File: src/rtl/alu_result_select_pipe.sv
// Registered ALU result select: picks one unit result by opcode, derives {S,Z,C,V},
// flags unimplemented opcodes and buffers beats in a 2-entry output queue.
// Optional illegal-beat counter is enabled by defining ALU_ILLEGAL_CNT_EN.
module alu_result_select_pipe #(
  parameter int                  WIDTH       = 16,
  parameter int                  OPW         = 4,
  parameter logic [2**OPW-1:0]   IMPL_MASK   = 16'h0F7F,
  parameter logic [WIDTH-1:0]    DEFAULT_VAL = {WIDTH{1'b1}}
) (
  input  logic                      clk,
  input  logic                      rst,
  input  logic                      in_valid,
  output logic                      in_ready,
  input  logic [OPW-1:0]            opcode,
  input  logic [(2**OPW)*WIDTH-1:0] results,
  input  logic [2**OPW-1:0]         carry_vec,
  input  logic [2**OPW-1:0]         ovf_vec,
  output logic                      out_valid,
  input  logic                      out_ready,
  output logic [WIDTH-1:0]          out_data,
  output logic [3:0]                out_flags,
  output logic                      out_illegal,
  output logic [15:0]               illegal_cnt
);

  function automatic logic [3:0] make_flags(input logic signed [WIDTH-1:0] d,
                                            input logic c, input logic v);
    return {(d < 0), (d == '0), c, v};
  endfunction

  logic                    push, pop;
  logic [1:0]              count;

  // Stage p0: combinational operand select and flag generation
  logic                    sel_legal_p0;
  logic signed [WIDTH-1:0] sel_data_p0;
  logic                    sel_c_p0, sel_v_p0;
  logic [3:0]              sel_flags_p0;

  always_comb begin
    sel_legal_p0 = IMPL_MASK[opcode];
    sel_data_p0  = DEFAULT_VAL;
    sel_c_p0     = 1'b0;
    sel_v_p0     = 1'b0;
    if (sel_legal_p0) begin
      sel_data_p0 = results[int'(opcode)*WIDTH +: WIDTH];
      sel_c_p0    = carry_vec[opcode];
      sel_v_p0    = ovf_vec[opcode];
    end
    sel_flags_p0 = make_flags(sel_data_p0, sel_c_p0, sel_v_p0);
  end

  assign push = in_valid & in_ready;
  assign pop  = out_valid & out_ready;

  // Stage p1: queue head (drives outputs) and tail entry
  logic signed [WIDTH-1:0] head_data_p1, tail_data_p1;
  logic [3:0]              head_flags_p1, tail_flags_p1;
  logic                    head_ill_p1, tail_ill_p1;
  logic                    vld_p1;

  always_ff @(posedge clk) begin
    if (rst) begin
      count         <= 2'd0;
      head_data_p1  <= '0;
      head_flags_p1 <= 4'd0;
      head_ill_p1   <= 1'b0;
    end else begin
      count <= count + {1'b0, push} - {1'b0, pop};
      if (pop && count == 2'd2) begin
        head_data_p1  <= tail_data_p1;
        head_flags_p1 <= tail_flags_p1;
        head_ill_p1   <= tail_ill_p1;
      end else if (push && (count == 2'd0 || pop)) begin
        head_data_p1  <= sel_data_p0;
        head_flags_p1 <= sel_flags_p0;
        head_ill_p1   <= ~sel_legal_p0;
      end
    end
  end

  // Tail only ever holds the second queued beat, so it needs no reset.
  always_ff @(posedge clk) begin
    if (push && count == 2'd1 && !pop) begin
      tail_data_p1  <= sel_data_p0;
      tail_flags_p1 <= sel_flags_p0;
      tail_ill_p1   <= ~sel_legal_p0;
    end
  end

  assign vld_p1      = (count != 2'd0);
  assign out_valid   = vld_p1;
  assign in_ready    = (count != 2'd2);
  assign out_data    = head_data_p1;
  assign out_flags   = head_flags_p1;
  assign out_illegal = head_ill_p1;

`ifdef ALU_ILLEGAL_CNT_EN
  function automatic logic [15:0] sat_inc(input logic [15:0] x);
    return (x == 16'hFFFF) ? x : x + 16'd1;
  endfunction

  logic [15:0] ill_cnt_p1;

  always_ff @(posedge clk) begin
    if (rst)
      ill_cnt_p1 <= 16'd0;
    else if (push && !sel_legal_p0)
      ill_cnt_p1 <= sat_inc(ill_cnt_p1);
  end

  assign illegal_cnt = ill_cnt_p1;
`else
  assign illegal_cnt = 16'h0000;
`endif

endmodule

File: config.mk
export PLATFORM = sky130hd
export DESIGN_NAME = alu_result_select_pipe
export DESIGN_NICKNAME = d
export VERILOG_FILES = /design/src/rtl/alu_result_select_pipe.sv
export SDC_FILE = /design/constraint.sdc
export NUM_CORES = 1
export LEC_CHECK = 0
export BUFFER_PORTS_ARGS = -buffer_cell sky130_fd_sc_hd__buf_2
export CAP_MARGIN = 30
export CORE_AREA = 3 3 129 131
export CTS_CLUSTER_SIZE = 40
export DETAILED_ROUTE_END_ITERATION = 8
export DIE_AREA = 0 0 132 134
export GPL_TIMING_DRIVEN = 1
export PLACE_DENSITY = 0.59
export SYNTH_ARGS = -nofsm -noshare
export SYNTH_HDL_FRONTEND = slang
export SYNTH_SLANG_ARGS = --single-unit
File: constraint.sdc
create_clock -name clk -period 10.15 [get_ports clk]
set_clock_uncertainty 0.1 [all_clocks]
set_input_delay 0.5075 -clock clk [delete_from_list [all_inputs] [get_ports clk]]
set_output_delay 0.5075 -clock clk [all_outputs]
set_load 0.005 [all_outputs]
# ---- Word-level counts from Yosys, hierarchy flattened
# Memories as Yosys holds them, arrays and structs flattened.
# Index checks and enable logic that the tools add are counted.
dict set report op_classes {
  n_bitwise 3
  eq_ne 3
  order_cmp 2
  shifts 1
  reduce_logical 10
  muxes 14
  n_addsub 2
}
# op n
set ops {}
lappend ops {{$shiftx A256 B9 Y16} 1}
lappend ops {{$mux W16} 3}
lappend ops {{$logic_not A16 Y1} 1}
lappend ops {{$lt A16 B1 Y1 const B} 1}
lappend ops {{$bmux W1 S4} 2}
lappend ops {{$mux W4} 2}
lappend ops {{$mux W1} 7}
lappend ops {{$lt A4 B5 Y1 const B} 1}
lappend ops {{$logic_and A1 B1 Y1} 4}
lappend ops {{$reduce_bool A2 Y1} 2}
lappend ops {{$add A2 B1 Y2} 1}
lappend ops {{$and A1 B1 Y1} 2}
lappend ops {{$eq A2 B1 Y1 const B} 1}
lappend ops {{$eq A2 B2 Y1 const B} 1}
lappend ops {{$logic_not A2 Y1} 1}
lappend ops {{$ne A2 B2 Y1 const B} 1}
lappend ops {{$sub A2 B1 Y2} 1}
lappend ops {{$logic_not A1 Y1} 1}
lappend ops {{$logic_or A1 B1 Y1} 1}
lappend ops {{$not A1 Y1} 1}
dict set report word_totals {
  out_inout_bits 39
  mem_bits_ro 16
  input_bits 296
  memories 1
  reg_bits 44
}
# memory depth width rd rd_clocked_by_memory_dff wr line_no
set memory_table {}
lappend memory_table {{(no name shown)} 16 1 1 0 0 41} ;# sel_legal_p0 = IMPL_MASK[opcode];

# ---- Depth between registers and ports, before layout
dict set report logic_depth {
  depth_word 6
  ltp_mapped 12
}

# ---- Worst setup path before layout
# No wires, ideal clock.
dict set report synth_path {
  kind {input to register}
  from {input out_ready}
  to {register tail_data_p1[0] (enable)}
  arrival_ns 2.698
  required_ns 9.594
  setup_slack_ns 6.896
  stages 1
  n_path_buf 0
  setup_time_ns 0.456
  path_cell_list {nor4b_1}
}
dict set report synth_via {
  elab_chain_cells 3
}
# element line_no
set synth_lines {}
lappend synth_lines {{from (decl)} 19} ;# input logic out_ready,
lappend synth_lines {{$and A1 B1 Y1} 54} ;# assign pop = out_valid & out_ready;
lappend synth_lines {{$logic_not A1 Y1} 84} ;# if (push && count == 2'd1 && !pop) begin
lappend synth_lines {{$logic_and A1 B1 Y1} 84}
lappend synth_lines {{to (signal assigned)} 85} ;# tail_data_p1 <= sel_data_p0;
lappend synth_lines {{to (decl)} 57} ;# logic signed [WIDTH-1:0] head_data_p1, tail_data_p1;
# No other way between the ends.
# A chain may end at the register's enable or synchronous reset.

# ---- Worst setup path in the final report
dict set report layout_path {
  from {input opcode[0]}
  to {register head_flags_p1[2] (netlist: out_flags[2])}
}
dict set report layout_via {
  elab_chain_cells 6
}
# element line_no
set layout_lines {}
lappend layout_lines {{from (decl)} 14} ;# input logic [OPW-1:0] opcode,
lappend layout_lines {{branches (longest 2 deep; another with $shiftx A256 B9 Y16)} --}
lappend layout_lines {{$mux W16 (*)} 45} ;# if (sel_legal_p0) begin
lappend layout_lines {{$logic_not A16 Y1 (*)} 28} ;# return {(d < 0), (d == '0), c, v};
lappend layout_lines {{$mux W4 (*)} 74} ;# end else if (push && (count == 2'd0 || pop)) begin
lappend layout_lines {{$mux W4 (*)} 70} ;# if (pop && count == 2'd2) begin
lappend layout_lines {{to (signal assigned)} 72} ;# head_flags_p1 <= tail_flags_p1;
lappend layout_lines {{to (signal assigned)} 76} ;# head_flags_p1 <= sel_flags_p0;
lappend layout_lines {{to (decl)} 58} ;# logic [3:0] head_flags_p1, tail_flags_p1;
# Every way passes the cells marked *. The select of a mux whose other input is x is not followed.

==> results_dict.tcl <==
set metrics [dict create \
    num-nets-final 843 \
    cp_slowest_stage_delay_ns 0.74 \
    cts-root-buf "clkbuf_16" \
    met1Wirelength_mm 5.53 \
    cts-hold-fix-buffers 0 \
    crit_path_end "out_flags[2]" \
    start_kind "primary input" \
    synth_largest_area_cell "mux4_2" \
    fp-row-count 46 \
    cts_tree "done" \
    maxCapViolations 0 \
    multi_input_area_mm2 0.00217 \
    grtUsageTotal_pct 13.7 \
    yosysSeqAreaShare_pct 30.4 \
    crit_arrival_ns 3.65 \
    final_cell_area_mm2 0.00485 \
    synth_edf_count 20 \
    async_flop_share_pct 0 \
    ir_worst_vdd_mv 0.0949 \
    top_layer "met5" \
    grt_max_degree 62 \
    routabilityCongestion 0.736 \
    die_h_um 134 \
    diodes 0 \
    clockPowerShare_pct 27.8 \
    seq_power_share_pct 35.4 \
    layout.area.seq_mm2 0.00104 \
    synth_cells 338 \
    ys_warn_count 0 \
    die_w_um 132 \
    initialDrtViolationCount 99 \
    antenna_found_initial 1 \
    slew_violations 0 \
    mostFrequentLayoutCells "buf_2, nor2_1, nand2_1, mux4_2, dfxtp_1" \
    wl_met2_mm 6.59 \
    clock_path_buffers 2 \
    syn_area_mm2 0.00343 \
    critical_path_class "primary input to register" \
    clk_pin_slew_ns 0.06 \
    synth_area_leaders "mux4_2, edfxtp_1, dfxtp_1, mux2_2, nor2_1" \
    synth_top_flop_cell "dfxtp_1" \
    internal_power_uw 444 \
    drive_above_1_share_pct 54.0 \
    synth.top_cell.area_share_pct 21.0 \
    cts_setup_buffers 0 \
    final.setup.tns_ns 0 \
    synth_area_per_cell_um2 10.1 \
    ios 335 \
    grt_pass1_wl_mm 19.2 \
    ys_ff_latch 42 \
    via_per_inst 4.51 \
    route.met3.wl_um 694 \
    fin_crit_sh_pct 35.0 \
    end_kind "register" \
    port_buffers 228 \
    clock_latency_ns 0.28 \
    cts-buffers-inserted 5 \
    ant_nets 0 \
    wl_per_cell_um 16.9 \
    die_area_mm2 0.0177 \
    fin_crit_ns 3.56 \
    r2r-start "count[1]" \
    status "completed" \
    cp_top_family "compound AO/OA/AOI/OAI gates" \
    start_util_pct 21.8 \
    leakagePower_uw 0.00216 \
    drcViolationCount 0 \
    rsz0062_at_grt "no" \
    slew-limit-headroom_pct 38.1 \
    cp.required_ns 10.24 \
    worst_hold_path_type "register to register" \
    htree_num_levels 2 \
    rrSetupSlack_ns 8.11 \
    firstDrtPassIters 4 \
    synthDistinctLibCells 40 \
    crit_buf_inv 2 \
    cp.depth 9 \
    setup.worst_path.start "opcode[0]" \
    cts-resized-gates 0 \
    powerDensity_mw_per_mm2 132 \
    timing.rr.end "out_flags[1]" \
    dpl_cell_area_mm2 0.00466 \
    final_common_cell "buf_2" \
    worst_slew_pin_slew_ns 0.927 \
    p_sw_uw 195 \
    swShare_pct 30.5 \
    core_area_mm2 0.0157 \
    syn_to_final_growth_pct 41.4 \
    clkSinkCount 42 \
    setup_violations 0 \
    grt_pass1_vias 3451 \
    ff2ff_path_depth 4 \
    critPathMaxFanout 33 \
    vias 3440 \
    totalWireLength_mm 12.9 \
    fmax_ghz 0.281 \
    critPathSlowestCell "o32ai_1" \
    gr-total-overflow 0 \
    comb_power_share_pct 36.9 \
    hold_violations 0 \
    crit_chain "buf_4 -> buf_12 -> mux4_2 -> nor2b_1 -> o32ai_1 -> nand2_1 -> nor4_1 -> nand3_1 -> a311oi_2" \
    dpl.hpwl_mm 10.4 \
    num-fill-cells 1670 \
]
## synthesized netlist by cell type, types with 10 or more instances
library cell / instances
a311oi_1: 15
buf_4: 19
clkbuf_1: 17
dfxtp_1: 22
edfxtp_1: 20
mux2_2: 18
mux2i_1: 15
mux4_2: 32
nand2_1: 37
nor2_1: 42
nor2b_1: 10
o22ai_1: 20
## worst min-delay path by stage
| stage | endpoint | cells after the start | from |
|---|---|---|---|
| after global routing | out_data[13] | 2 | out_data[13] |
| after CTS | out_data[2] | 2 | out_data[2] |
| after floorplan | out_flags[0] | 2 | out_flags[0] |
| final | out_data[8] | 2 | out_data[8] |
| after global placement | out_flags[0] | 2 | out_flags[0] |
| after detailed placement | out_flags[1] | 2 | out_flags[1] |
## registers in the layout, summed over array words and instances, names as in the netlist
name,cells
count,2
out_data,16
out_flags,3
out_illegal,1
tail_data_p1,16
tail_flags_p1,3
tail_ill_p1,1
## through the flow
stage                     utilization, %  setup slack [ns]  cells  total power, uW  hold WS [ns]
after floorplan                        -              6.90    353              373         0.385
after global placement              29.7              6.15    753              466         0.380
after detailed placement            29.7              6.14    753              470         0.382
after CTS                           30.7              6.42    761              649         0.401
after global routing                30.8              6.34    762              682         0.435
final                               30.8              6.59    762              640         0.393
## power by group through the flow
stage / Clock (uW) / Combinational, uW / Sequential, uW
6_report: 178 / 236 / 226
5_1_grt: 187 / 264 / 231
4_1_cts: 182 / 240 / 227
3_5_place_dp: 0 / 240 / 230
3_3_place_gp: 0 / 236 / 230
2_1_floorplan: 0 / 144 / 229
## layer usage
layer / vias to the layer above / global-route usage (%)
met2: 136 / 24.6
met4: 2 / 1.46
met3: 8 / 2.18
li1: 1675 / -
met5: - / 0
met1: 1619 / 17.9
## worst min-delay path: cells and delay by family, from the launching register on
family	cells	cell delay, ns
AO/OA/AOI/OAI	1	0.05
flip-flops	1	0.30
AND/OR/NAND/NOR	1	0.09
## kinds of logic (layout without fill, tap and decap cells)
logic type                 Yosys count  count (layout)  synth area share (%)
AOI/OAI and AO/OA                   67              67                  14.5
DFF                                 42              42                  30.4
buffers and inverters               51             244                  8.25
other                                1              16                 0.109
adders and majority gates            2               2                 0.730
and+or+nand+nor                    108             108                  14.2
muxes                               65              65                  31.3
xor gates and xnor gates             2               2                 0.511
## area by class of cell
| type | count | share of cell area [%] |
|---|---|---|
| flip-flops and latches | 42 | 21.5 |
| inverters | 4 | 0.310 |
| multi-input cells | 260 | 44.8 |
| clock buffers | 7 | 2.74 |
| clock inverters | 1 | 0.620 |
| well taps | 216 | 5.58 |
| repair buffers | 232 | 24.5 |
(Power assumes the default switching activity.)
